`src/rtl/score_keeper_pkg.sv`:
```
// Shared constants, state encoding and small arithmetic helpers for the score keeper.
// Grade weights, level thresholds and mod codes live here so the top and bench agree.
package score_keeper_pkg;

    localparam int STAT_W    = 21;
    localparam int NUM_W     = 48;
    localparam int COMBO_CAP = 100;
    localparam int ACC_SCALE = 10000;
    localparam int PERFECT_W = 300;

    localparam logic [STAT_W-1:0] STAT_MAX = {STAT_W{1'b1}};

    localparam logic [1:0] GRADE_MISS    = 2'd0;
    localparam logic [1:0] GRADE_GOOD    = 2'd1;
    localparam logic [1:0] GRADE_GREAT   = 2'd2;
    localparam logic [1:0] GRADE_PERFECT = 2'd3;

    localparam logic [1:0] MOD_NONE = 2'd0;
    localparam logic [1:0] MOD_HARD = 2'd1;
    localparam logic [1:0] MOD_EASY = 2'd2;

    localparam logic [2:0] LVL_SS      = 3'd0;
    localparam logic [2:0] LVL_S       = 3'd1;
    localparam logic [2:0] LVL_A       = 3'd2;
    localparam logic [2:0] LVL_B       = 3'd3;
    localparam logic [2:0] LVL_C       = 3'd4;
    localparam logic [2:0] LVL_D       = 3'd5;
    localparam logic [2:0] LVL_UNRATED = 3'd7;

    localparam logic [STAT_W-1:0] ACC_FULL = 21'd10000;
    localparam logic [STAT_W-1:0] THR_S    = 21'd9500;
    localparam logic [STAT_W-1:0] THR_A    = 21'd9000;
    localparam logic [STAT_W-1:0] THR_B    = 21'd8000;
    localparam logic [STAT_W-1:0] THR_C    = 21'd7000;

    typedef enum logic [1:0] {
        ST_IDLE = 2'd0,
        ST_PLAY = 2'd1,
        ST_DIV  = 2'd2,
        ST_DONE = 2'd3
    } state_e;

    function automatic logic [STAT_W-1:0] grade_weight(input logic [1:0] g);
        case (g)
            GRADE_PERFECT: return 21'd300;
            GRADE_GREAT:   return 21'd100;
            GRADE_GOOD:    return 21'd50;
            default:       return 21'd0;
        endcase
    endfunction

    function automatic logic [STAT_W-1:0] sat_add(input logic [STAT_W-1:0] a,
                                                  input logic [STAT_W-1:0] b);
        logic [STAT_W:0] s;
        s = {1'b0, a} + {1'b0, b};
        return s[STAT_W] ? STAT_MAX : s[STAT_W-1:0];
    endfunction

    // The S grade additionally demands a miss-free run.
    function automatic logic [2:0] level_of(input logic [STAT_W-1:0] a, input logic missed);
        if (a == ACC_FULL)             return LVL_SS;
        else if (a >= THR_S && !missed) return LVL_S;
        else if (a >= THR_A)           return LVL_A;
        else if (a >= THR_B)           return LVL_B;
        else if (a >= THR_C)           return LVL_C;
        else                           return LVL_D;
    endfunction

endpackage

```
`src/rtl/score_keeper_acc_divider.sv`:
```
// Restoring bit-serial divider: load, then exactly W busy cycles, one quotient bit per cycle.
// done_o and quo_o are combinational during the final step so the result lands on the W-th edge.
module acc_divider #(
    parameter int W = 48
) (
    input  logic         clk,
    input  logic         rst,
    input  logic         load_i,
    input  logic         abort_i,
    input  logic [W-1:0] num_i,
    input  logic [W-1:0] den_i,
    output logic         done_o,
    output logic [W-1:0] quo_o
);

    localparam int CNT_W = $clog2(W + 1);
    localparam logic [CNT_W-1:0] CNT_ONE  = CNT_W'(1);
    localparam logic [CNT_W-1:0] CNT_LOAD = CNT_W'(W);

    logic [W-1:0]     rem_q, quo_q, den_q;
    logic [W-1:0]     rem_d, quo_d;
    logic [CNT_W-1:0] cnt_q;
    logic             busy_q;
    logic [W:0]       trial, diff;
    logic             fits;

    always_comb begin
        trial  = {rem_q, quo_q[W-1]};
        diff   = trial - {1'b0, den_q};
        fits   = (trial >= {1'b0, den_q});
        rem_d  = fits ? diff[W-1:0] : trial[W-1:0];
        quo_d  = {quo_q[W-2:0], fits};
        done_o = busy_q && (cnt_q == CNT_ONE);
        quo_o  = quo_d;
    end

    always_ff @(posedge clk) begin
        if (rst || abort_i) begin
            rem_q  <= '0;
            quo_q  <= '0;
            den_q  <= '0;
            cnt_q  <= '0;
            busy_q <= 1'b0;
        end else if (load_i) begin
            rem_q  <= '0;
            quo_q  <= num_i;
            den_q  <= den_i;
            cnt_q  <= CNT_LOAD;
            busy_q <= 1'b1;
        end else if (busy_q) begin
            rem_q  <= rem_d;
            quo_q  <= quo_d;
            cnt_q  <= cnt_q - CNT_ONE;
            busy_q <= (cnt_q != CNT_ONE);
        end
    end

endmodule

```
`src/rtl/score_keeper.sv`:
```
// Turns judged note hits into combo, score, accuracy and level for the scoreboard display.
// hit_valid/hit_ready: a hit transfers on a rising edge where both are high; ready is only high in PLAY.
module score_keeper
    import score_keeper_pkg::*;
(
    input  logic              clk,
    input  logic              rst,
    input  logic              start,
    input  logic              finish,
    input  logic [1:0]        mod_in,
    input  logic [3:0]        difficulty_in,
    input  logic              hit_valid,
    input  logic [1:0]        hit_grade,
    output logic              hit_ready,
    output logic [STAT_W-1:0] combo,
    output logic [STAT_W-1:0] max_combo,
    output logic [STAT_W-1:0] base_score,
    output logic [STAT_W-1:0] bonus_score,
    output logic [STAT_W-1:0] acc,
    output logic [2:0]        level,
    output logic [1:0]        mod,
    output logic [3:0]        difficulty,
    output logic              stats_valid,
    output logic [1:0]        dbg_state
);

    state_e            state_q, state_d;
    logic [STAT_W-1:0] combo_q, max_q, base_q, bonus_q, acc_q, count_q;
    logic [2:0]        level_q;
    logic [1:0]        mod_q;
    logic [3:0]        diff_q;
    logic              miss_q, fin_pend_q;

    logic              accept, div_done;
    logic              is_miss;
    logic [STAT_W-1:0] weight, combo_new, max_new, base_new, bonus_new, count_new, acc_new;
    logic [6:0]        cap7;
    logic [4:0]        mult;
    logic [11:0]       prod;
    logic [12:0]       inc;
    logic [NUM_W-1:0]  div_num, div_den, div_quo;

    assign accept = (state_q == ST_PLAY) && hit_valid && !start;

    always_comb begin
        state_d   = state_q;
        hit_ready = (state_q == ST_PLAY);
        if (start) begin
            state_d = ST_PLAY;
        end else begin
            case (state_q)
                ST_PLAY: begin
                    if (hit_valid)   state_d = ST_DIV;
                    else if (finish) state_d = ST_DONE;
                end
                ST_DIV: begin
                    if (div_done) state_d = (fin_pend_q || finish) ? ST_DONE : ST_PLAY;
                end
                default: state_d = state_q;
            endcase
        end
    end

    always_ff @(posedge clk) begin
        if (rst) state_q <= ST_IDLE;
        else     state_q <= state_d;
    end

    // base_score doubles as the weighted sum of grade weights feeding the accuracy divide.
    always_comb begin
        is_miss   = (hit_grade == GRADE_MISS);
        weight    = grade_weight(hit_grade);
        combo_new = is_miss ? '0 : sat_add(combo_q, STAT_W'(1));
        max_new   = (combo_new > max_q) ? combo_new : max_q;
        cap7      = (combo_new > STAT_W'(COMBO_CAP)) ? 7'(COMBO_CAP) : combo_new[6:0];
        mult      = {1'b0, diff_q} + 5'd1;
        prod      = {5'b0, cap7} * {7'b0, mult};
        case (mod_q)
            MOD_HARD: inc = {prod, 1'b0};
            MOD_EASY: inc = {2'b0, prod[11:1]};
            default:  inc = {1'b0, prod};
        endcase
        bonus_new = is_miss ? bonus_q : sat_add(bonus_q, {{(STAT_W-13){1'b0}}, inc});
        base_new  = sat_add(base_q, weight);
        count_new = sat_add(count_q, STAT_W'(1));
        div_num   = {{(NUM_W-STAT_W){1'b0}}, base_new} * NUM_W'(ACC_SCALE);
        div_den   = {{(NUM_W-STAT_W){1'b0}}, count_new} * NUM_W'(PERFECT_W);
        acc_new   = (|div_quo[NUM_W-1:STAT_W]) ? STAT_MAX : div_quo[STAT_W-1:0];
    end

    acc_divider #(.W(NUM_W)) u_div (
        .clk     (clk),
        .rst     (rst),
        .load_i  (accept),
        .abort_i (start),
        .num_i   (div_num),
        .den_i   (div_den),
        .done_o  (div_done),
        .quo_o   (div_quo)
    );

    always_ff @(posedge clk) begin
        if (rst) begin
            combo_q    <= '0;
            max_q      <= '0;
            base_q     <= '0;
            bonus_q    <= '0;
            count_q    <= '0;
            acc_q      <= '0;
            level_q    <= LVL_UNRATED;
            mod_q      <= MOD_NONE;
            diff_q     <= '0;
            miss_q     <= 1'b0;
            fin_pend_q <= 1'b0;
        end else if (start) begin
            combo_q    <= '0;
            max_q      <= '0;
            base_q     <= '0;
            bonus_q    <= '0;
            count_q    <= '0;
            acc_q      <= ACC_FULL;
            level_q    <= LVL_SS;
            mod_q      <= mod_in;
            diff_q     <= difficulty_in;
            miss_q     <= 1'b0;
            fin_pend_q <= 1'b0;
        end else begin
            if (accept) begin
                combo_q <= combo_new;
                max_q   <= max_new;
                base_q  <= base_new;
                bonus_q <= bonus_new;
                count_q <= count_new;
                if (is_miss) miss_q <= 1'b1;
            end
            if ((state_q == ST_DIV) && div_done) begin
                acc_q   <= acc_new;
                level_q <= level_of(acc_new, miss_q);
            end
            if (state_d == ST_DONE)
                fin_pend_q <= 1'b0;
            else if (finish && (accept || (state_q == ST_DIV)))
                fin_pend_q <= 1'b1;
        end
    end

    assign combo       = combo_q;
    assign max_combo   = max_q;
    assign base_score  = base_q;
    assign bonus_score = bonus_q;
    assign acc         = acc_q;
    assign level       = level_q;
    assign mod         = mod_q;
    assign difficulty  = diff_q;
    assign stats_valid = (state_q == ST_DONE);
    assign dbg_state   = state_q;

endmodule
```
`config.mk`:
```
export PLATFORM = sky130hd
export DESIGN_NAME = score_keeper
export DESIGN_NICKNAME = d
export VERILOG_FILES = /design/src/rtl/score_keeper_pkg.sv /design/src/rtl/score_keeper_acc_divider.sv /design/src/rtl/score_keeper.sv
export SDC_FILE = /design/constraint.sdc
export NUM_CORES = 1
export LEC_CHECK = 0
export ABC_CLOCK_PERIOD_IN_PS = 20600
export CORE_ASPECT_RATIO = 1.5
export CORE_MARGIN = 8
export CORE_UTILIZATION = 40
export DETAILED_ROUTE_END_ITERATION = 10
export GPL_ROUTABILITY_DRIVEN = 1
export SLEW_MARGIN = 40
export SYNTH_ARGS = -nofsm -noshare
export SYNTH_HDL_FRONTEND = slang
export SYNTH_SLANG_ARGS = --single-unit
```
`constraint.sdc`:
```
create_clock -name clk -period 20.6 [get_ports clk]
set_clock_uncertainty 0.2 [all_clocks]
set_input_delay 5.15 -clock clk [delete_from_list [all_inputs] [get_ports clk]]
set_output_delay 5.15 -clock clk [all_outputs]
set_load 0.01 [all_outputs]
```
==> results of run 1 <==
-- metrics by stage --
stage                     total power [mW]  util [%]  hold slack, ns  setup slack, ns
after floorplan                      0.783         -           0.232             7.86
after global placement               0.856      43.8           0.241             6.02
after detailed placement             0.859      43.8           0.247             5.79
after CTS                             1.41      45.6           0.254             6.41
after global routing                  1.47      45.6           0.272             5.72
final                                 1.39      45.6           0.251             6.42
-- flip-flops by register name, indices dropped and copies added (netlist names) --
name and cells:
base_score 21, dbg_state 2, u_div.busy_q 1, u_div.cnt_q 6, u_div.quo_q 48, max_combo 21
count_q 21, acc 21, combo 21, u_div.rem_q 48, bonus_score 21, miss_q 1
fin_pend_q 1, mod 2, difficulty 4, level 3, u_div.den_q 27
-- routing by layer --
| layer | vias to the layer above | share of wire (%) |
|---|---|---|
| met1 | 9197 | 40 |
| li1 | 9710 | - |
| met3 | 102 | 4.5 |
| met5 | - | 0 |
| met2 | 351 | 51 |
| met4 | 0 | 3.9 |
-- layout make-up --
class,instances,area share (%)
Timing Repair Buffer,150,5.76
Sequential cell,269,21.2
Inverter,338,5.00
Clock inverter,6,0.325
Multi-Input combinational cell,2053,60.8
Clock buffer,43,3.47
Tap cell,702,3.46
-- where the power goes --
group / internal, mW / switching (mW) / total [mW]
Combinational: 0.128 / 0.184 / 0.313
Sequential: 0.526 / 0.00762 / 0.534
Clock: 0.318 / 0.224 / 0.542
Total: 0.973 / 0.416 / 1.39
-- cells in the final DEF (no fill, tap or decap), types with 13 or more instances in the layout --
cell type        instances
inv_1                  338
nor2_1                 276
dfxtp_1                268
ha_1                   261
a21oi_1                234
nand2_1                197
clkdlybuf4s50_1        130
o21ai_0                121
fa_1                   101
mux2i_1                 91
xnor2_1                 79
a211oi_1                75
xor2_1                  54
nor3_1                  52
nand3_1                 51
a21o_1                  47
a31oi_1                 33
and3_1                  32
clkbuf_16               32
nand2b_1                30
nand4_1                 23
nor4_1                  23
nor2b_1                 20
o21a_1                  19
o21bai_1                19
buf_4                   17
and2_1                  16
o221a_2                 15
o211ai_1                13
-- worst paths after layout --
kind | endpoint | slack [ns] | depth (start not counted)
setup reg to reg | bonus_score[20] | 10.39 | 32
hold reg to reg | u_div.den_q[18] | 0.25 | 2
hold / removal | u_div.den_q[18] | 0.25 | 2
setup / recovery | bonus_score[20] | 6.42 | 32
-- critical path, delay by kind of cell --
kind | cells | cell delay [ns]
fa+ha+maj | 5 | 2.31
buf+inv | 4 | 0.99
simple gates | 12 | 3.53
mux | 1 | 0.26
compound gates | 10 | 2.19
-- logic make-up after synthesis --
kind of cell    count (synthesis)  share of synthesized area (%)
compound gates                664                           18.7
xor+xnor                      133                           5.18
fa+ha+maj                     362                           23.5
buf+inv                       455                           7.60
flops                         269                           23.9
mux                           102                           4.60
simple gates                  792                           16.5
==> metrics, run 1 <==
H-tree level count 1; Core ar. 55700 um^2; Post-synth ARST share 0%; clock root cell clkbuf_16; Post-synth top flop dfxtp_1; status complete, no violations; worst min path class reg -> reg; post-synth net total 3152; CTS Sinks 269; Post-synth top cells inv_1, nor2_1, dfxtp_1; met2 GRT Util 35.8%; dpl cell area 24400 um^2; Die Ht 306 um; GR peak layer met2; CP Max Fanout 22; Fill cells 5538; Mapped Avg Cell Area 8.10 um^2; Syn. warnings 0; FF-to-FF Start combo[2]; Tightest Pin Transition 0.864 ns; Synth Register Bits 269; via count 19360; design area 25400 um^2; Fmax 70.5 MHz; final WL 61.1 mm; CTS buffer count 30; CP max-delay cell nand4_1; fraction of layout cells with a size suffix above 1 4.30%; Startpoint Class primary input; antenna-violating nets left 0; DR pass1 iterations 5; Die Area 64200 um^2; drt drc 0; Rel. slew slack 42.2%; antenna violations before repair 0; CTS Hold Bufs 0; CP startpoint hit_grade[1]; Post-Syn Area 22500 um^2; PD cells 54.7 nW/um^2; CP Class in -> reg; Post-synth EDFFs 0; GR Util All Layers 18.8%; CTS resizes 0; ANT cells 0; Slew Limit Fails 0; Leak Pwr 11.2 nW; final hold vios 0; post-CTS setup buffer count 0; GPL Wtd Cong 0.911; global-route wire length before repair 101 mm; leading cell type by number of instances after synthesis inv_1; Seq/Total Area, Yosys 23.9%; endpoint class of the critical path flop; Layout Nets 3217; worst skew pair latency 0.58 ns; Netlist cell types 67; M1 GR Usage 20.3%; critical path's largest stage delay 0.63 ns; post-synthesis cell type with the largest combined area dfxtp_1; number of instances in the placed design 3512; vias in the first global route 19887; largest net degree at the start of global routing 101; Detailed Route Iter0 Violations 771; CP arrival 14.46 ns; RSZ-0062 raised after global routing false; row count 106; Syn Inst Count 2777; CTS tree yes; Clock Pin Slew Worst Setup and Hold Paths 0.06 ns; IO Count 131; final setup vio count 0; Tmin final 14.18 ns; area occupied by multi-input gates 15400 um^2; max cap viols 0; Post-DP HPWL 47.0 mm; CP Data Required Time 20.88 ns; TNS Setup 0 ns; CTS max path bufs 3; top cell type's share of synthesized area 23.9%; Die Span X 210 um; Avg WL per Cell 17.2 um; DR vias/cell 5.44; fin cells 3561; Seq. cell area 5390 um^2; Hold Crit Start u_div.den_q[18]; Port Buffers 130; overflow left after global routing 0; Synth area leaders dfxtp_1, ha_1, fa_1; Initial Util 40.4%; Worst VDD drop 55.8 uV; Final Cycle Share 68.8%; area grow syn2layout 12.9%; met3 Usage GRT 3.31%
Power figures use the tool's default switching activity.
==> run 2: changes to the inputs <==
Settings changed: ABC_CLOCK_PERIOD_IN_PS 20600 to 14100.
Clock period 20.6 ns to 14.1 ns, I/O delays scaled along.
==> run 2 against run 1 <==
Effect of this change: first-iteration DRC count shrank 4.9%; sequential power rose by 46%; worst setup slack worse by 4.8 ns; routed wire length increased by 0.40%; cell count up 0.25%; largest cell class unchanged.
==> metrics, run 2 (synthesis gave the netlist of run 1 again) <==
status complete, no violations; Core ar. 55700 um^2 (unchanged); CTS Sinks 269 (unchanged); max cap viols 0 (unchanged); Levels on crit path 32 (unchanged); Die Ht 306 um (unchanged); Tmin final 12.51 ns; Die Span X 210 um (unchanged); H-tree level count 1 (unchanged); Clock Pin Slew Worst Setup and Hold Paths 0.06 ns (about the same); Fmax 79.9 MHz; Initial Util 40.4% (unchanged); CP bufs+invs 4 (unchanged); GR peak layer met2; ANT cells 0 (unchanged); area occupied by multi-input gates 15400 um^2 (unchanged); critical path's largest stage delay 0.59 ns (-0.04 ns); largest net degree at the start of global routing 99 (-2.0%); biggest regs u_div.quo_q x48, u_div.rem_q x48, u_div.den_q x27; Die Area 64200 um^2 (unchanged); design area 25600 um^2 (+0.64%); Slew Limit Fails 0 (unchanged); clock root cell clkbuf_16; antenna-violating nets left 0 (unchanged); Worst VDD drop 87.0 uV (+56%); Startpoint Class primary input; RSZ-0062 raised after global routing false; fraction of layout cells with a size suffix above 1 4.74% (+0.44 points); vias in the first global route 20135 (+1.2%); row count 106 (unchanged); Tightest Pin Transition 0.825 ns (-0.0394 ns); CP max-delay cell nand4_1; Layout Nets 3219 (+0.062%); worst skew pair latency 0.59 ns (about the same); CTS max path bufs 3 (unchanged); CTS resizes 0 (unchanged); via count 19436 (+0.39%); kind of cell adding the most delay to the critical path simple AND/OR/NAND/NOR gates; commonest cells after routing, fill and taps aside inv_1, nor2_1, dfxtp_1; Rel. slew slack 44.9% (+2.6 points); Port Buffers 130 (unchanged); endpoint class of the critical path flop; CP startpoint hit_grade[1]; TNS Setup 0 ns (unchanged); dpl cell area 24400 um^2 (unchanged); final WL 61.3 mm (+0.40%); CP Max Fanout 22 (unchanged); met2 GRT Util 36.5% (+0.67 points); Avg WL per Cell 17.2 um (+0.15%); CTS tree yes; drt drc 0 (unchanged); IO Count 131 (unchanged); GPL Wtd Cong 0.876 (-3.9%); Worst R2R Path Depth 32 (unchanged); Post-DP HPWL 47.3 mm (+0.67%); FF-to-FF Start combo[2]; most common cell after layout, fill and taps aside inv_1; Fill cells 5552 (+0.25%); M1 GR Usage 20.7% (+0.41 points); met3 Usage GRT 3.14% (-0.17 points); final setup vio count 0 (unchanged); CTS buffer count 31 (+3.3%); final hold vios 0 (unchanged); flop-to-flop setup slack 3.89 ns (-6.50 ns); overflow left after global routing 0 (unchanged); CP arrival 12.79 ns (-1.67 ns); Seq. cell area 5390 um^2 (unchanged); reg-to-reg endpoint bonus_score[20]; antenna violations before repair 0 (unchanged); PD cells 82.5 nW/um^2 (+51%); GR Util All Layers 19.0% (+0.20 points); post-CTS setup buffer count 0 (unchanged); worst min path class reg -> reg; DR vias/cell 5.44 (+0.14%); DR pass1 iterations 5 (unchanged); Final Cycle Share 88.7%; Core Util, Final 45.9% (+0.29 points); worst setup path endpoint bonus_score[20]; global-route wire length before repair 102 mm (+1.1%); CTS Hold Bufs 0 (unchanged); Leak Pwr 11.3 nW (+0.62%); CP Data Required Time 14.38 ns (-6.50 ns); Detailed Route Iter0 Violations 733 (-4.9%); CP Class in -> reg; area grow syn2layout 13.6%
run 2: cell types whose count changed in the layout (fill, tap and decap cells not counted):
| cell | change |
|---|---|
| clkbuf_1 | -4 |
| clkinvlp_4 | +3 |
| bufinv_16 | +2 |
| clkbuf_8 | +2 |
| clkinv_4 | +2 |
| buf_12 | +1 |
| buf_4 | -1 |
| buf_6 | +1 |
| clkinv_2 | +1 |
| inv_6 | +1 |
| inv_8 | +1 |
run 2: tightest hold or removal path, cell delays in order (launching register included):
cell and delay [ns]:
dfxtp_1 0.31, nand2_1 0.05, a21oi_1 0.05
run 2: layer usage:
layer | part of all wire (%) | vias up
li1 | - | 9725
met1 | 40 | 9248
met2 | 52 | 357
met3 | 4.4 | 106
met4 | 3.5 | 0
met5 | 0 | -
run 2: layout make-up:
type                    count  share of cell area [%]
repair buffers            151                    5.82
multi-input cells        2053                    60.4
flip-flops and latches    269                    21.1
clock inverters            16                   0.813
inverters                 338                    4.96
well taps                 702                    3.44
clock buffers              41                    3.50
run 2: metrics by stage:
step                power (mW)  setup slack, ns  instances  hold WS (ns)
global route              2.23            0.913       3570         0.264
global placement          1.25             1.20       3512         0.241
floorplan                 1.14             2.99       2777         0.232
detailed placement        1.26             1.05       3512         0.247
finish                    2.11             1.59       3570         0.250
CTS                       2.14             1.62       3569         0.256
run 2: how the worst min path moves through the flow:
| stage | from | end | slack (ns) | cells past startpoint |
|---|---|---|---|---|
| after global placement | u_div.den_q[17] | u_div.den_q[17] | 0.24 | 2 |
| after detailed placement | u_div.den_q[26] | u_div.den_q[26] | 0.25 | 2 |
| after floorplan | u_div.den_q[15] | u_div.den_q[15] | 0.23 | 2 |
| after global routing | u_div.den_q[18] | u_div.den_q[18] | 0.26 | 2 |
| after CTS | u_div.den_q[24] | u_div.den_q[24] | 0.26 | 2 |
| final | u_div.den_q[22] | u_div.den_q[22] | 0.25 | 2 |
run 2: power breakdown:
part,total [mW],switching [mW],internal (mW)
clock,0.870,0.350,0.520
sequential,0.779,0.0106,0.769
combinational,0.458,0.270,0.187
total,2.11,0.631,1.48
